**config.mk**
```make
export PLATFORM = sky130hd
export DESIGN_NAME = note_sprite_scheduler
export DESIGN_NICKNAME = d
export VERILOG_FILES = /design/src/rtl/display_pkg.sv /design/src/rtl/slot_hit_calc.sv /design/src/rtl/note_sprite_scheduler.sv
export SDC_FILE = /design/constraint.sdc
export NUM_CORES = 1
export LEC_CHECK = 0
export CORE_MARGIN = 5
export CORE_UTILIZATION = 61
export CTS_CLUSTER_SIZE = 30
export DETAILED_ROUTE_END_ITERATION = 8
export GPL_TIMING_DRIVEN = 1
export HOLD_SLACK_MARGIN = 0.06
export PLACE_DENSITY = 0.87
export SLEW_MARGIN = 25
export SYNTH_ARGS = -nofsm -noshare
export SYNTH_HDL_FRONTEND = slang
export SYNTH_SLANG_ARGS = --single-unit
```
**constraint.sdc**
```tcl
create_clock -name clk -period 8 [get_ports clk]
set_clock_uncertainty 0.1 [all_clocks]
set_input_delay 1.6 -clock clk [delete_from_list [all_inputs] [get_ports clk]]
set_output_delay 1.6 -clock clk [all_outputs]
set_load 0.01 [all_outputs]
```
**src/rtl/display_pkg.sv**
```systemverilog
// Shared display constants and types for the note sprite path.
package display_pkg;

    localparam int SPR_W    = 40;
    localparam int SPR_H    = 45;
    localparam int SPR_BITS = SPR_W * SPR_H;

    // Duration one-hot codes carried in note_type[5:2].
    localparam logic [3:0] DUR_WHOLE   = 4'b1000;
    localparam logic [3:0] DUR_HALF    = 4'b0100;
    localparam logic [3:0] DUR_QUARTER = 4'b0010;
    localparam logic [3:0] DUR_EIGHTH  = 4'b0001;

    typedef struct packed {
        logic [3:0] dur;
        logic       stem_down;
        logic       sharp;
    } note_type_t;

    typedef struct packed {
        logic       valid;
        logic [4:0] step;
        note_type_t ntype;
    } slot_t;

endpackage

```
**src/rtl/slot_hit_calc.sv**
```systemverilog
// Combinational hit test and sprite bit address for one staff slot.
module slot_hit_calc
    import display_pkg::*;
#(
    parameter int SLOT_IDX     = 0,
    parameter int SLOT_X0      = 64,
    parameter int STAFF_BASE_Y = 300,
    parameter int STEP_PX      = 5
) (
    input  logic [9:0]  hcount,
    input  logic [9:0]  vcount,
    input  logic        pix_active,
    input  logic        slot_valid,
    input  logic [4:0]  slot_step,
    output logic        hit,
    output logic [14:0] addr
);

    logic signed [10:0] w_dx;
    logic signed [10:0] w_y_top;
    logic signed [10:0] w_row;
    logic        [14:0] w_row_ext;
    logic        [14:0] w_col_ext;

    // Signed geometry: pixel offset into the slot row and into the sprite rows.
    always_comb begin
        w_dx      = $signed({1'b0, hcount}) - $signed(11'(SLOT_X0));
        w_y_top   = $signed(11'(STAFF_BASE_Y)) - $signed(11'(slot_step) * 11'(STEP_PX));
        w_row     = $signed({1'b0, vcount}) - w_y_top;
        w_row_ext = {9'b0, w_row[5:0]};
        w_col_ext = {9'b0, w_dx[5:0]};
        // dx[10:6] is the slot index once dx is known non-negative.
        hit = pix_active && slot_valid && !w_dx[10]
              && (w_dx[10:6] == 5'(SLOT_IDX))
              && (w_dx[5:0] < 6'(SPR_W))
              && (w_row >= 11'sd0)
              && (w_row < $signed(11'(SPR_H)));
        // row*40 as (row<<5)+(row<<3); masked so non-hit slots OR in zero.
        addr = hit ? ((w_row_ext << 5) + (w_row_ext << 3) + w_col_ext) : 15'd0;
    end

endmodule

```
**src/rtl/note_sprite_scheduler.sv**
```systemverilog
// Note slot buffer plus per-pixel sprite hit pipeline feeding the sprite ROM.
module note_sprite_scheduler
    import display_pkg::*;
#(
    parameter int N_SLOTS        = 8,
    parameter int SLOT_X0        = 64,
    parameter int SLOT_PITCH_LG2 = 6,
    parameter int STAFF_BASE_Y   = 300,
    parameter int STEP_PX        = 5
) (
    input  logic        clk,
    input  logic        reset,
    input  logic [9:0]  hcount,
    input  logic [9:0]  vcount,
    input  logic        pix_active,
    input  logic        frame_blank,
    input  logic        clear,
    input  logic        note_valid,
    output logic        note_ready,
    input  logic [4:0]  note_step,
    input  logic [5:0]  note_type_in,
    output logic [14:0] rom_addr,
    output logic [5:0]  note_type,
    output logic        hit_aligned,
    output logic [3:0]  note_count
);

    localparam int PTR_W = $clog2(N_SLOTS);

    slot_t             r_slots [N_SLOTS];
    logic [PTR_W-1:0]  r_wr_ptr;
    logic [3:0]        r_note_count;
    logic [14:0]       r_rom_addr;
    logic [5:0]        r_note_type;
    logic [2:0]        r_hit_pipe;

    logic              w_accept;
    logic [N_SLOTS-1:0] w_slot_hit;
    logic [14:0]       w_slot_addr [N_SLOTS];
    logic              w_hit;
    logic [14:0]       w_addr;
    logic [5:0]        w_type;

    // Notes may only land during blank, and never alongside a clear.
    assign note_ready = frame_blank && !clear && !reset;
    assign w_accept   = note_valid && note_ready;

    // Slot buffer: clear, wrap-to-new-page on full, or append at wr_ptr.
    always_ff @(posedge clk) begin
        // NOTE: sequential state uses non-blocking assignments so every flop samples pre-edge values.
        if (reset || clear) begin
            // NOTE: only valid bits are reset; step/type are don't-care while invalid, so no reset fan-out on the data.
            for (int i = 0; i < N_SLOTS; i++) r_slots[i].valid <= 1'b0;
            r_wr_ptr     <= '0;
            r_note_count <= 4'd0;
        end else if (w_accept) begin
            if (r_note_count == 4'(N_SLOTS)) begin
                for (int i = 1; i < N_SLOTS; i++) r_slots[i].valid <= 1'b0;
                r_slots[0]   <= '{valid: 1'b1, step: note_step, ntype: note_type_in};
                r_wr_ptr     <= PTR_W'(1);
                r_note_count <= 4'd1;
            end else begin
                r_slots[r_wr_ptr] <= '{valid: 1'b1, step: note_step, ntype: note_type_in};
                r_wr_ptr          <= r_wr_ptr + 1'b1;
                r_note_count      <= r_note_count + 4'd1;
            end
        end
    end

    // Stage 0: one hit calculator per slot; at most one can hit at a time.
    for (genvar g = 0; g < N_SLOTS; g++) begin : g_slot
        slot_hit_calc #(
            .SLOT_IDX    (g),
            .SLOT_X0     (SLOT_X0),
            .STAFF_BASE_Y(STAFF_BASE_Y),
            .STEP_PX     (STEP_PX)
        ) u_calc (
            .hcount    (hcount),
            .vcount    (vcount),
            .pix_active(pix_active),
            .slot_valid(r_slots[g].valid),
            .slot_step (r_slots[g].step),
            .hit       (w_slot_hit[g]),
            .addr      (w_slot_addr[g])
        );
    end

    // OR-reduce the per-slot results into a single hit, address and type.
    always_comb begin
        // NOTE: defaults first so no path leaves these unassigned and infers a latch.
        w_hit  = |w_slot_hit;
        w_addr = 15'd0;
        w_type = 6'd0;
        for (int i = 0; i < N_SLOTS; i++) begin
            w_addr = w_addr | w_slot_addr[i];
            w_type = w_type | (w_slot_hit[i] ? r_slots[i].ntype : 6'd0);
        end
    end

    // Stage 1 registers plus the 3-deep hit delay matching the ROM's 2-cycle read.
    always_ff @(posedge clk) begin
        if (reset) begin
            r_rom_addr  <= 15'd0;
            r_note_type <= 6'd0;
            r_hit_pipe  <= 3'b000;
        end else begin
            r_rom_addr  <= w_addr;
            r_note_type <= w_type;
            r_hit_pipe  <= {r_hit_pipe[1:0], w_hit};
        end
    end

    assign rom_addr    = r_rom_addr;
    assign note_type   = r_note_type;
    assign hit_aligned = r_hit_pipe[2];
    assign note_count  = r_note_count;

endmodule
```
==> results_dict.tcl, run 1 <==
set metrics [dict create \
    setup_viol 0 \
    nFillCells 1621 \
    synth_top_family_by_area "adder cells" \
    place_area_um2 14500 \
    wl_per_cell_um 20.2 \
    numClockSinks 124 \
    drt_wl_total_mm 37.1 \
    criticalPathCategory "in -> reg" \
    synthMuxAreaShare_pct 0.682 \
    pin_count 64 \
    root_buffer "clkbuf_16" \
    clk_latency_ns 0.44 \
    utilization_pct 69.2 \
    die_y_um 159 \
    cts_buffers 17 \
    grt_pass1_wl_mm 58.5 \
    postSynthCellCount 1476 \
    drive_gt1_share_pct 5.78 \
    finalNetCount 1854 \
    multi_input_comb_area_um2 9420 \
    synth-compound-area-share_pct 18.9 \
    ir_worst_vdd_uv 159 \
    place_congestion 0.952 \
    seqCellArea_um2 3360 \
    syn-cell-area_um2 13600 \
    synth_seq_cells 124 \
    met3_usage_pct 6.70 \
    path_common_cell "ha_1" \
    start_util_pct 62.0 \
    grt_use_met2_pct 47.7 \
    area_delta_synth_final_pct 11.6 \
    globalRouteOverflowTotal 0 \
    dr.pass1.iters 5 \
    synth.distinct_cells 92 \
    setup_tns_ns 0 \
    h-tree-depth 4 \
    layout_common_cells "ha_1, inv_1, edfxtp_1" \
    antenna_found_initial 1 \
    path_cells "clkdlybuf4s50_1 -> ha_1 -> and3_1 -> a2111oi_0 -> xor2_1 -> inv_1 -> ha_1 -> ha_1 -> a21boi_0 -> o21a_1 -> o21a_1 -> nor3_1 -> a222oi_1 -> a41oi_1" \
    crit_arrival_ns 6.11 \
    coreArea_um2 21900 \
    cp_max_fo 8 \
    rows 54 \
    ys_seq_area_share_pct 24.8 \
    tightest_slew_ns 1.08 \
    rsz0062_at_grt "no" \
    fmax_ghz 0.168 \
    hold_violations 0 \
    min_period_ns 5.96 \
    status "finished, final reports clean" \
    synthArstFlopShare_pct 0 \
    clk_path_buf_depth 2 \
    reg2reg_slack_ns 2.90 \
    worstPathRequired_ns 8.16 \
    grt.busiest_layer "met2" \
    path_clk_slew_ns 0.07 \
    final_common_cell "ha_1" \
    postCtsHoldBufs 0 \
    crit_path_end_kind "flop" \
    crit_path_start_kind "primary input" \
    dr_total_vias 11600 \
    initialDrtViolationCount 1068 \
    diodes 0 \
    port_buffers 60 \
    synth-simple-area-share_pct 15.8 \
    cts_setup_buffers 0 \
    power_density_nw_per_um2 151 \
    maxCapViolations 0 \
    min_path_type "reg -> reg" \
    cts_tree "done" \
    cpPeakStageDelay_ns 0.84 \
    die_area_um2 25300 \
    first_global_vias 11500 \
    ant_nets 0 \
    worst-path-buf-inv 2 \
    crit_family "compound AO/OA/AOI/OAI gates" \
    relSlewSlack_pct 28.1 \
    synth_flop_cell "edfxtp_1" \
    fin_crit_sh_pct 74.5 \
    synthAdderAreaFrac_pct 26.7 \
    viasPerCell 6.31 \
    slowest_stage "clkdlybuf4s50_1" \
    synth_edf_count 88 \
    synth_xor_area_share_pct 6.84 \
    cts_resized 0 \
    grt_usage_pct 28.7 \
    slew_viol_final 0 \
    yosysWarningCount 0 \
    grt_max_degree 24 \
    leakagePower_nw 6.69 \
    drc 0 \
    design_area_um2 15100 \
    met1_usage_pct 33.9 \
    post-dp-hpwl_mm 27.5 \
    die_w_um 159 \
    postSynthAreaPerCell_um2 9.19 \
]
## cells by family (layout without fill, tap and decap cells)
kind of cell	Yosys count	count (layout)
adder cells (fa/ha/maj)	276	276
buffers and inverters	211	289
XOR/XNOR	106	106
other	1	3
flip-flops	124	124
AND/OR/NAND/NOR	394	394
multiplexers	9	9
AO/OA/AOI/OAI	355	355
## path summary, 6_finish.rpt
kind                               to  cells past startpoint                      from
max           rom_addr[10]$_SDFF_PP0_                     14                 vcount[3]
min reg2reg  r_hit_pipe[2]$_SDFF_PP0_                      1  r_hit_pipe[1]$_SDFF_PP0_
min          r_hit_pipe[2]$_SDFF_PP0_                      1  r_hit_pipe[1]$_SDFF_PP0_
max reg2reg   rom_addr[10]$_SDFF_PP0_                     18   r_slots[7][9]$_DFFE_PP_
## layout make-up
cell class                 count  share of cell area (%)
multi-input combinational   1143                    62.2
sequential                   124                    22.2
timing repair buffer          76                    4.76
inverter                     181                    4.49
clock buffer                  18                    2.90
tap                          280                    2.31
clock inverter                14                    1.16
## worst reg2reg max path: cells and delay by family (launching register included)
kind | cells | cell delay, ns
xor gates and xnor gates | 2 | 0.43
buffers and inverters | 2 | 0.16
DFF | 1 | 0.41
AOI/OAI and AO/OA | 7 | 2.02
adders and majority gates | 5 | 1.56
and+or+nand+nor | 2 | 0.25
## power breakdown
| part | internal (W) | switching, W |
|---|---|---|
| Sequential | 0.000688 | 0.00000206 |
| Combinational | 0.000318 | 0.000437 |
| Clock | 0.000482 | 0.000353 |
## state kept, by name, indices dropped and copies added, names as in the netlist
register and flops:
r_slots 96, rom_addr 12, r_hit_pipe 3, note_type 6
note_count 4, r_wr_ptr 3
## per-stage QoR
step,setup slack (ns),power [W],cells,hold WS [ns]
floorplan,3.13,0.00125,1478,0.314
detailed placement,1.76,0.00143,1804,0.330
finish,2.04,0.00228,1836,0.340
CTS,2.18,0.00226,1836,0.340
global route,1.90,0.00239,1836,0.353
global placement,1.93,0.00141,1804,0.321
## Yosys cell counts, drive strengths merged, types with 8 or more instances
library cell / count / area [um^2]
edfxtp: 88 / 2640
nand2: 67 / 251
a2111oi: 15 / 191
nor2b: 44 / 275
nor3b: 15 / 118
fa: 24 / 480
or3: 9 / 56.3
o31a: 9 / 78.8
o21a: 24 / 181
nand3: 14 / 75.1
ha: 250 / 3130
a22oi: 8 / 60.1
xnor2: 60 / 526
and4: 11 / 96.3
and3: 24 / 150
buf: 13 / 98.8
a41oi: 24 / 218
a211oi: 12 / 90.1
xor2: 46 / 403
a21oi: 79 / 399
nor2: 90 / 348
dfxtp: 36 / 721
a21o: 36 / 270
o21ai: 62 / 314
clkbuf: 17 / 63.8
o22ai: 8 / 50.1
and2: 15 / 93.8
nand2b: 29 / 181
inv: 181 / 679
a31oi: 11 / 68.8
nor3: 31 / 160
or2: 11 / 68.8
## metal layers
metal	wire length, um	up-vias
li1	-	5503
met1	14200	5436
met2	17200	520
met3	3400	123
met4	2220	2
met5	7	-
Power figures use the tool's default switching activity.
==> inputs of run 2 (changes only) <==
- clock period: 8 -> 6 ns (I/O delays scaled with it)
==> run 2 against run 1 <==
  * Non-clock buffer count increased by 12
  * Die area unchanged
  * Register-to-register slack worse by 1.9 ns
  * Core utilization grew 0.21 points
  * Largest power group unchanged
  * Cell count up 0.65%
  * Sequential share of layout area shrank 0.068 points
  * Via count increased by 0.60%
  * Total power grew 30%
  * Final area up 0.31%
==> results_dict.tcl, run 2 (synthesis results as in run 1) <==
set metrics [dict create \
    layout_common_cells "ha_1, inv_1, nor2_1, edfxtp_1, a21oi_1" \
    dp_cells 1816 \
    top_register "r_slots" \
    clk_latency_ns 0.43 \
    cts_buffers 17 \
    area_delta_synth_final_pct 11.9 \
    wl_per_cell_um 20.1 \
    drt_wl_total_mm 37.2 \
    drive_gt1_share_pct 6.51 \
    fin_crit_sh_pct 86.8 \
    cp_max_fo 8 \
    holdPathStages 1 \
    rsz0062_at_grt "no" \
    h-tree-depth 4 \
    min_period_ns 5.21 \
    setup_tns_ns 0 \
    initialDrtViolationCount 885 \
    clk_path_buf_depth 2 \
    power_w 0.00296 \
    die_w_um 159 \
    die_area_um2 25300 \
    pin_count 64 \
    globalRouteOverflowTotal 0 \
    ant_nets 0 \
    min_path_type "reg -> reg" \
    dr.pass1.iters 7 \
    r2r_cells 18 \
    first_global_vias 11500 \
    place_congestion 0.997 \
    cts_resized 0 \
    antenna_found_initial 1 \
    status "finished, final reports clean" \
    grt_max_degree 25 \
    post-dp-hpwl_mm 28.4 \
    finalNetCount 1866 \
    viasPerCell 6.31 \
    fmax_ghz 0.192 \
    crit_arrival_ns 5.41 \
    final_common_cell "ha_1" \
    root_buffer "clkbuf_16" \
    rows 54 \
    cts_tree "done" \
    setup_viol 0 \
    grt_pass1_wl_mm 58.9 \
    start_util_pct 62.0 \
    relSlewSlack_pct 40.2 \
    path_clk_slew_ns 0.07 \
    crit_path_start_kind "primary input" \
    reg2reg_slack_ns 1.02 \
    dr_total_vias 11700 \
    drc 0 \
    tightest_slew_ns 0.894 \
    maxCapViolations 0 \
    postCtsHoldBufs 0 \
    slew_viol_final 0 \
    ir_worst_vdd_uv 191 \
    criticalPathCategory "in -> reg" \
    worstPathRequired_ns 6.20 \
    grt_usage_pct 28.8 \
    die_y_um 159 \
    coreArea_um2 21900 \
    cts_setup_buffers 0 \
    crit_path_end_kind "flop" \
    leakagePower_nw 6.73 \
    power_density_nw_per_um2 195 \
    fin_cells 1848 \
    port_buffers 60 \
    diodes 0 \
    largest_reg_flops 96 \
    numClockSinks 124 \
    hold_violations 0 \
]
[run 2: where the power goes]
part           switching (W)  internal (W)  leakage (nW)
registers         0.00000285      0.000917          1.07
clock network       0.000474      0.000551         0.276
logic               0.000581      0.000428          5.39
total                0.00106       0.00190          6.73
[run 2: path summary, 6_finish.rpt]
path	start	endpoint
worst max-delay path	vcount[4]	rom_addr[10]$_SDFF_PP0_
worst min-delay path	r_hit_pipe[0]$_SDFF_PP0_	r_hit_pipe[1]$_SDFF_PP0_
worst max register to register	r_slots[1][7]$_DFFE_PP_	rom_addr[10]$_SDFF_PP0_
worst min register to register	r_hit_pipe[0]$_SDFF_PP0_	r_hit_pipe[1]$_SDFF_PP0_
[run 2: per-layer routing]
| layer | vias to the layer above | GRT usage [%] | share of wire (%) |
|---|---|---|---|
| li1 | 5549 | - | - |
| met1 | 5443 | 35.0 | 39 |
| met2 | 524 | 46.5 | 45 |
| met3 | 136 | 7.71 | 9.6 |
| met4 | 2 | 16.1 | 6.2 |
| met5 | - | 0 | 0.035 |
[run 2: cell type report]
| cell class | instances | area (um^2) |
|---|---|---|
| inverters | 181 | 679 |
| fillers | 1599 | 6700 |
| multi-input cells | 1143 | 9420 |
| repair buffers | 88 | 811 |
| clock buffers | 17 | 425 |
| well taps | 280 | 350 |
| flip-flops and latches | 124 | 3360 |
| clock inverters | 15 | 146 |
[run 2: stage by stage]
step | util [%] | cell area, um^2 | worst slack [ns] | hold slack [ns]
after floorplan | - | 13600 | 1.53 | 0.314
after global placement | 66.7 | 14600 | 0.566 | 0.318
after detailed placement | 66.7 | 14600 | 0.455 | 0.346
after CTS | 69.3 | 15200 | 0.891 | 0.360
after global routing | 69.4 | 15200 | 0.621 | 0.370
final | 69.4 | 15200 | 0.791 | 0.357
[run 2: worst max-delay path: stages]
cell and delay [ns]:
clkdlybuf4s50_1 0.72, ha_1 0.63, nand3_1 0.11, a21oi_1 0.26
nor3b_2 0.09, xnor2_1 0.45, ha_1 0.34, ha_1 0.34
a21boi_0 0.16, o21a_1 0.19, or3_1 0.30, and4_1 0.20
a41oi_1 0.25, a41oi_1 0.16
